===== config.mk =====
export PLATFORM = sky130hd
export DESIGN_NAME = spinn_out_mapper
export DESIGN_NICKNAME = d
export VERILOG_FILES = /design/src/rtl/spinn_out_mapper.sv
export SDC_FILE = /design/constraint.sdc
export NUM_CORES = 1
export LEC_CHECK = 0
export ABC_AREA = 1
export BUFFER_PORTS_ARGS = -buffer_cell sky130_fd_sc_hd__buf_4
export CAP_MARGIN = 30
export CORE_UTILIZATION = 35
export CTS_BUF_LIST = sky130_fd_sc_hd__clkbuf_4 sky130_fd_sc_hd__clkbuf_8
export CTS_CLUSTER_SIZE = 8
export DETAILED_ROUTE_END_ITERATION = 8
export GPL_ROUTABILITY_DRIVEN = 0
export HOLD_SLACK_MARGIN = 0.1
export PLACE_DENSITY = 0.62
export SLEW_MARGIN = 20
export SYNTH_ARGS = -nofsm -noshare
export SYNTH_HDL_FRONTEND = slang
export SYNTH_SLANG_ARGS = --single-unit
export TNS_END_PERCENT = 10

===== constraint.sdc =====
create_clock -name clk -period 8.5 [get_ports clk]
set_input_delay 0.425 -clock clk [delete_from_list [all_inputs] [get_ports clk]]
set_output_delay 0.425 -clock clk [all_outputs]
set_load 0.02 [all_outputs]

===== src/rtl/spinn_out_mapper.sv =====
// SpiNNaker-to-AER receive path: parity/type filter, key masking, event FIFO,
// and a dump mode that keeps the SpiNNaker link draining when the AER sink stalls.
module spinn_out_mapper #(
  parameter int AER_WIDTH  = 32,
  parameter int FIFO_DEPTH = 4,
  parameter int TIMEOUT    = 128
) (
  input  logic                 clk,
  input  logic                 rst,
  input  logic                 enable,
  output logic                 dump_mode,
  input  logic                 dump_on,
  input  logic                 dump_off,
  input  logic [31:0]          rx_data_mask,
  input  logic [71:0]          opkt_data,
  input  logic                 opkt_vld,
  output logic                 opkt_rdy,
  output logic [AER_WIDTH-1:0] oaer_data,
  output logic                 oaer_vld,
  input  logic                 oaer_rdy,
  output logic                 parity_err,
  output logic [15:0]          parity_err_cnt,
  output logic [15:0]          type_drop_cnt
);

  localparam int AW = (FIFO_DEPTH > 1) ? $clog2(FIFO_DEPTH) : 1;
  localparam int CW = $clog2(FIFO_DEPTH + 1);

  logic [AER_WIDTH-1:0] mem [FIFO_DEPTH];
  logic [AW-1:0]        wr_ptr, rd_ptr;
  logic [CW-1:0]        count;
  logic                 fifo_full, fifo_empty;

  logic                 cmd_dump, aer_timeout, live;
  logic [7:0]           to_cnt;

  logic                 accept, par_ok, is_mc, wr, rd, flush;
  logic [AER_WIDTH-1:0] key;

  function automatic logic [AW-1:0] ptr_inc(input logic [AW-1:0] p);
    return (p == AW'(FIFO_DEPTH - 1)) ? '0 : p + 1'b1;
  endfunction

  assign fifo_full  = (count == CW'(FIFO_DEPTH));
  assign fifo_empty = (count == '0);

  // live holds opkt_rdy low while in reset and for the first edge after it
  assign opkt_rdy  = live & enable & (~fifo_full | dump_mode);
  assign oaer_vld  = enable & ~fifo_empty & ~dump_mode;
  assign oaer_data = mem[rd_ptr];

  // Short packets carry odd parity over 40 bits, payload packets over all 72
  assign par_ok = opkt_data[1] ? (^opkt_data) : (^opkt_data[39:0]);
  assign is_mc  = (opkt_data[7:6] == 2'b00);
  assign key    = opkt_data[8 +: AER_WIDTH] & rx_data_mask[AER_WIDTH-1:0];

  assign accept = opkt_vld & opkt_rdy;
  assign wr     = accept & par_ok & is_mc & ~dump_mode;
  assign rd     = oaer_vld & oaer_rdy;
  assign flush  = (cmd_dump | aer_timeout) & ~dump_mode;

  always_ff @(posedge clk or posedge rst) begin
    if (rst) begin
      for (int i = 0; i < FIFO_DEPTH; i++) mem[i] <= '0;
    end else if (wr) begin
      mem[wr_ptr] <= key;
    end
  end

  // Entering dump drops everything queued; a same-edge write is lost too
  always_ff @(posedge clk or posedge rst) begin
    if (rst) begin
      wr_ptr <= '0;
      rd_ptr <= '0;
      count  <= '0;
    end else if (flush) begin
      rd_ptr <= wr_ptr;
      count  <= '0;
    end else begin
      if (wr) wr_ptr <= ptr_inc(wr_ptr);
      if (rd) rd_ptr <= ptr_inc(rd_ptr);
      case ({wr, rd})
        2'b10:   count <= count + 1'b1;
        2'b01:   count <= count - 1'b1;
        default: count <= count;
      endcase
    end
  end

  always_ff @(posedge clk or posedge rst) begin
    if (rst) begin
      parity_err     <= 1'b0;
      parity_err_cnt <= '0;
      type_drop_cnt  <= '0;
    end else begin
      parity_err <= accept & ~par_ok;
      if (accept & ~par_ok & (parity_err_cnt != 16'hFFFF))
        parity_err_cnt <= parity_err_cnt + 16'd1;
      if (accept & par_ok & ~is_mc & (type_drop_cnt != 16'hFFFF))
        type_drop_cnt <= type_drop_cnt + 16'd1;
    end
  end

  // aer_timeout drops on the same edge oaer_rdy returns, so dump clears one edge later
  always_ff @(posedge clk or posedge rst) begin
    if (rst) begin
      cmd_dump    <= 1'b1;
      to_cnt      <= 8'(TIMEOUT);
      aer_timeout <= 1'b0;
      dump_mode   <= 1'b1;
      live        <= 1'b0;
    end else begin
      live <= 1'b1;
      if (dump_off)     cmd_dump <= 1'b0;
      else if (dump_on) cmd_dump <= 1'b1;
      if (oaer_rdy)              to_cnt <= 8'(TIMEOUT);
      else if (to_cnt != 8'd0)   to_cnt <= to_cnt - 8'd1;
      aer_timeout <= (to_cnt == 8'd0) & ~oaer_rdy;
      dump_mode   <= cmd_dump | aer_timeout;
    end
  end

endmodule

=== After elaboration in Yosys (flattened, before gate mapping) ===
Cells that the tools add are included.

* Flip-flop bits (word level): 180
* Output and inout port bits: 68
* Logic and storage cells: 88

* Add/subtract/negate cells: 7
* Order comparisons: 3
* Equality and inequality tests: 7
* Multiplexer cells: 17
* Bitwise gates (word level): 27
* Reductions and logical operators: 12

{| class="wikitable"
|+ Operator list
! kind !! number
|-
| 128-bit bitwise mux || 1
|-
| 32-bit two-way mux || 3
|-
| 72-bit parity || 1
|-
| 32-bit binary-select mux with 2-bit select || 1
|-
| 32-bit demux with 2-bit select || 1
|-
| 40-bit parity || 1
|-
| 16-bit by 1-bit adder with 16-bit output, second input constant || 2
|-
| 32-bit AND || 1
|-
| 16-bit inequality test, second input constant || 2
|-
| 8-bit two-way mux || 2
|-
| 1-bit AND || 15
|-
| 8-bit zero test || 1
|-
| 2-bit two-way mux || 4
|-
| 8-bit nonzero test || 1
|-
| 8-bit by 1-bit subtractor with 8-bit output, second input constant || 1
|-
| 1-bit NOT || 7
|-
| 2-bit == test, second input constant || 3
|-
| 3-bit >= comparator, second input constant || 2
|-
| 2-bit NOT with 3-bit output || 2
|-
| 3-bit case mux with 2 select lines || 1
|-
| 2-bit nonzero test || 3
|-
| 2-bit by 1-bit adder with 2-bit output, second input constant || 2
|-
| 3-bit by 1-bit adder with 3-bit output, second input constant || 1
|-
| 3-bit == test, second input constant || 1
|-
| 11 further kinds || 14
|}

=== Logic depth before layout (Yosys ltp) ===
* Depth in word-level cells: 11
* Mapped depth: 26
* Depth with buffers taken out: 26

=== Worst setup path before layout ===
OpenSTA, ideal clock, no wires.

* Path kind: in2reg
* Start point: in opkt_data[6]
* End point: reg count[2]
* Setup time: 118 ps
* Arrival time: 2764 ps
* Setup slack: 5618 ps
* Cell stages on the path: 25
* Buffers on the path: 0
* Path through: inv_1 ha_1 inv_1 nand3_1 nand2_1 nand3_1 nand2_1 inv_1 nand2_1 nand2_2 nand2_2 nand3_1 nand2_1 nand2_1 nand3_2 nand4_2 nand2_1 inv_1 fa_1 xnor2_1 inv_1 nand2_1 nand2_1 nand3_1 nand2_1

* Word-level cells in the longest chain between the ends: 8
* Elaborated cells between the ends (all ways): 12
* Those cells by class: eq/ne (2); mux (3); bitwise (3); reduce/logical (4)

{| class="wikitable"
|+ Ends and longest elaborated chain
! item !! line !! text
|-
| start, declared || 15 || <nowiki>input logic [71:0] opkt_data,</nowiki>
|-
| 72-bit parity / 40-bit parity (equally long branches) || 53 || <nowiki>assign par_ok = opkt_data[1] ? (^opkt_data) : (^opkt_data[39:0]);</nowiki>
|-
| 1-bit two-way mux || 53 ||
|-
| 1-bit AND || 58 || <nowiki>assign wr = accept & par_ok & is_mc & ~dump_mode;</nowiki>
|-
| 1-bit AND * (2 in a row) || 58 ||
|-
| 2-bit by 1-bit == test with 1-bit output / 2-bit == test (equally long branches) || 82 || <nowiki>case ({wr, rd})</nowiki>
|-
| 3-bit case mux with 2 select lines || 82 ||
|-
| 3-bit two-way mux || 76 || <nowiki>end else if (flush) begin</nowiki>
|-
| end signal, assigned || 83 || <nowiki>2'b10: count <= count + 1'b1;</nowiki>
|-
| end signal, assigned || 84 || <nowiki>2'b01: count <= count - 1'b1;</nowiki>
|-
| end signal, assigned || 85 || <nowiki>default: count <= count;</nowiki>
|-
| end, declared || 31 || <nowiki>logic [CW-1:0] count;</nowiki>
|}

Mark *: on every way between the ends. The rest lies on a longest branch, timed or not.
A chain may end at the register's enable or synchronous reset.

=== Worst setup path after layout ===
Same ends and word-level chain as after synthesis.

==> metrics.md <==
| Metric | Value |
|---|---|
| Run status | completed |
| Hold depth | 2 |
| Top-area cell type share of the netlist area | around 43% |
| Number of unique standard cell types used by synthesis | 41 |
| Warnings, synthesis | 0 |
| Post-CTS Hold Buffers | 2 |
| Deepest level of the CTS H-tree | 4 |
| Length in cells of the worst reg-to-reg path | 14 |
| Post-CTS Repair Setup Buffers | 0 |
| Via total after detailed routing | 9318 |
| Final number of setup-violating endpoints | 0 |
| Area of the die | between 0.02 and 0.03 mm^2 |
| Skew-Pair Late Insertion Delay | 0.48 ns |
| Layout net count | approximately 1.7k |
| Crit share post-route | 32.8% |
| Starting DRT DRC Count | 592 |
| Port bufs | 178 |
| Synth top area cells | sky130_fd_sc_hd__dfrtp_1 (43%), sky130_fd_sc_hd__nand2_1 (20%), sky130_fd_sc_hd__o21ai_1 (6.5%), sky130_fd_sc_hd__inv_1 (4.5%), sky130_fd_sc_hd__nor2_1 (4.0%) |
| Pre-CTS setup slack | 5.22 ns |
| GRT met1 Usage | 24.0% |
| Std-Cell Rows | slightly above 60 |
| Max transition margin | 43.8% |
| Number of maximum-capacitance constraint violations | 0 |
| Largest net degree at the start of global routing | 67 |
| Hold WS | 0.184 ns |
| Comb power frac | about two fifths |
| Critical Path Sink Type | flop |
| Antenna diode count | 0 |
| Static Leak | between 6 and 7 nW |
| Total wirelength of the detailed-routed design | 26.1 mm |
| Element type at the critical path start | input port |
| Worst hold-check path type | in2reg |
| Clock-pin slew on the worst setup and hold paths | roughly 0.11 ns |
| CP Data Required Time | roughly 9 ns |
| Cell taking the most area after synthesis | sky130_fd_sc_hd__dfrtp_1 |
| Number of buffers between clock root and the deepest sink | 2 |
| Avg Inst Size Synth | 7.23 um^2 |
| Final setup margin | 5.72 ns |
| End point of the most critical hold path | to_cnt[6] |
| Sequential Power Share | between 30% and 40% |
| FMAX | 359 MHz |
| Most common library cell in the layout ignoring fill and taps | sky130_fd_sc_hd__nand2_1 |
| Max-slew violation count | 0 |
| Syn nets | 1537 |
| Number of synthesized flops with an enable pin | 0 |
| Number of instances in the synthesized netlist | 1416 |
| Critical path startpoint | opkt_data[6] |
| Total CTS buffers | 17 |
| Hold_sp | oaer_rdy |
| Met2 Track Usage GR | approximately 30% |
| Number of failing hold endpoints at the final stage | 0 |
| Synth async-reset ratio | between 90% and 100% |
| Relative area change from synthesis to final layout | 19.0% |
| Routed WL per cell | 13.3 um |
| Wire length of the first global-routing pass | 43.8 mm |
| Share of the core filled with cells in the final layout | 42.3% |
| Number of design rule violations left after detail routing | 0 |
| GRT Residual Overflow | 0 |
| Worst r2r dst | count[2] |
| IO Pins | 179 |
| Switching power as a share of total power | 41.9% |
| Resize count post-CTS | 0 |
| Worst VDD drop | 105 uV |
| Via count of the first global-routing pass | 8889 |
| Total number of clock tree sinks | 180 |
| Number of synthesized register bits | 180 |
| Proportion of power drawn by the clock network | 22.0% |
| Kind of critical path | in2reg |
| Clock tree from TritonCTS | yes |
| Shortest clock period the worst path allows after layout | 2.78 ns |
| Core Box Area | around 0.029 mm^2 |
| Cell Int Power | 1.62 mW |
| Setup repair after global routing missed its margin | no |
| Setup TNS | 0 ns |
| FF-to-FF Start | dump_mode |
| Post-Syn Area | 0.0102 mm^2 |
| CTS root buf | sky130_fd_sc_hd__clkbuf_8 |
| Post-detailed-placement half-perimeter wirelength | 17.9 mm |
| Number of antenna violations at the first check in global routing | 0 |
| Prevailing post-synth register cell | sky130_fd_sc_hd__dfrtp_1 |
| Count of antenna-violating nets left after detailed routing | 0 |
| Total net switching power | 1.16 mW |
| Horizontal die dimension | 173 um |
| Starting density of the core | 35.6% |
| Worst-margin pin slew | 0.842 ns |
| Worst endpoint data arrival time | 3.15 ns |
| GR Util All Layers | approximately 18% |
| Met3 global-route usage | under 10% |
| Power per Cell Area | 228 mW/mm^2 |
| Drt pass-1 iters | 4 |
| Seq/Total Area, Yosys | 44.0% |
| Crit-path max FO | 6 |
| Most crowded layer after global routing | met2 |
| Drt via density | 4.73 |
| Worst clock skew | between 0.02 and 0.025 ns |
| Share of cells above drive strength 1 | between 15 and 20% |
| Setup slack of the most critical reg-to-reg path | between 5 and 6 ns |
| Commonest non-fill, non-tap cells in the layout | sky130_fd_sc_hd__nand2_1 (536), sky130_fd_sc_hd__buf_4 (184), sky130_fd_sc_hd__dfrtp_1 (176), sky130_fd_sc_hd__o21ai_1 (132), sky130_fd_sc_hd__inv_1 (121) |
| Chip Height | roughly 170 um |
## critical path, stage by stage
cell and delay, ns:
sky130_fd_sc_hd__buf_4 0.07, sky130_fd_sc_hd__inv_1 0.03, sky130_fd_sc_hd__ha_1 0.33, sky130_fd_sc_hd__inv_1 0.09, sky130_fd_sc_hd__nand3_1 0.08, sky130_fd_sc_hd__nand2_1 0.09, sky130_fd_sc_hd__nand3_1 0.07, sky130_fd_sc_hd__nand2_1 0.08
sky130_fd_sc_hd__inv_1 0.04, sky130_fd_sc_hd__nand2_1 0.07, sky130_fd_sc_hd__nand2_2 0.06, sky130_fd_sc_hd__nand2_2 0.08, sky130_fd_sc_hd__nand3_1 0.08, sky130_fd_sc_hd__nand3_1 0.21, sky130_fd_sc_hd__nand4_2 0.20, sky130_fd_sc_hd__nand2_1 0.21
sky130_fd_sc_hd__inv_1 0.08, sky130_fd_sc_hd__fa_1 0.38, sky130_fd_sc_hd__xnor2_1 0.21, sky130_fd_sc_hd__inv_1 0.06, sky130_fd_sc_hd__nand2_1 0.06, sky130_fd_sc_hd__nand2_1 0.05, sky130_fd_sc_hd__nand3_1 0.06, sky130_fd_sc_hd__nand2_1 0.05
## per-stage QoR
stage | power, mW | cell area, um^2 | instances
CTS | 2.82 | 12200 | 1968
finish | 2.78 | 12200 | 1968
detailed placement | 2.20 | 11700 | 1934
global route | 2.97 | 12200 | 1968
global placement | 2.18 | 11700 | 1934
floorplan | 1.77 | 10200 | 1416
## kinds of logic (layout without fill, tap and decap cells)
family	Yosys count	after routing	share of synthesized area, %
buffers and inverters	189	357	8.71
other	1	1	0.0366
flip-flops	180	180	44.0
AND/OR/NAND/NOR	742	742	29.6
XOR/XNOR	37	37	3.16
adder cells (fa/ha/maj)	10	10	1.30
AO/OA/AOI/OAI	257	257	13.2
## power by group through the flow
| stage | Clock (mW) | Combinational, mW | Sequential [mW] |
|---|---|---|---|
| final | 0.611 | 1.10 | 1.07 |
| after global routing | 0.660 | 1.23 | 1.08 |
| after CTS | 0.634 | 1.12 | 1.07 |
| after detailed placement | 0 | 1.12 | 1.08 |
| after global placement | 0 | 1.10 | 1.08 |
| after floorplan | 0 | 0.658 | 1.11 |
## metal layers
layer / vias up / wire length, um
met5: - / 0
met4: 0 / 448
met3: 26 / 887
met2: 199 / 12100
met1: 4271 / 12700
li1: 4822 / -
## how the worst max path moves through the flow
stage / end
after floorplan: aer_timeout
after global placement: count[2]
after detailed placement: count[2]
after CTS: oaer_data[11]
after global routing: count[2]
final: count[2]
## cell usage after synthesis (2+ instances only)
cell type and instances:
sky130_fd_sc_hd__a211oi_1 2, sky130_fd_sc_hd__a21oi_1 8, sky130_fd_sc_hd__buf_2 3, sky130_fd_sc_hd__buf_4 5
sky130_fd_sc_hd__buf_6 21, sky130_fd_sc_hd__clkbuf_1 20, sky130_fd_sc_hd__dfrtp_1 177, sky130_fd_sc_hd__dfstp_2 3
sky130_fd_sc_hd__ha_1 9, sky130_fd_sc_hd__inv_1 123, sky130_fd_sc_hd__inv_2 15, sky130_fd_sc_hd__nand2_1 536
sky130_fd_sc_hd__nand2_2 14, sky130_fd_sc_hd__nand2_4 4, sky130_fd_sc_hd__nand3_1 35, sky130_fd_sc_hd__nand3b_1 2
sky130_fd_sc_hd__nand4_1 9, sky130_fd_sc_hd__nor2_1 109, sky130_fd_sc_hd__nor2_2 8, sky130_fd_sc_hd__nor3_1 8
sky130_fd_sc_hd__nor3b_1 2, sky130_fd_sc_hd__nor4_1 10, sky130_fd_sc_hd__o21ai_0 77, sky130_fd_sc_hd__o21ai_1 132
sky130_fd_sc_hd__o221ai_1 2, sky130_fd_sc_hd__o22ai_1 32, sky130_fd_sc_hd__xnor2_1 13, sky130_fd_sc_hd__xor2_1 24
## flip-flops by register name (all words and copies together) (netlist names)
name,cells
live,1
to_cnt,8
type_drop_cnt,16
dump_mode,1
parity_err_cnt,16
wr_ptr,2
parity_err,1
cmd_dump,1
aer_timeout,1
count,3
mem,128
rd_ptr,2
## final cells by class
cell class | count | area [um^2]
repair buffers | 186 | 1400
multi-input cells | 1047 | 4840
well taps | 384 | 480
flip-flops and latches | 180 | 4510
fillers | 3013 | 16600
inverters | 139 | 529
clock buffers | 18 | 248
clock inverters | 14 | 180
Power figures use the tool's default switching activity.
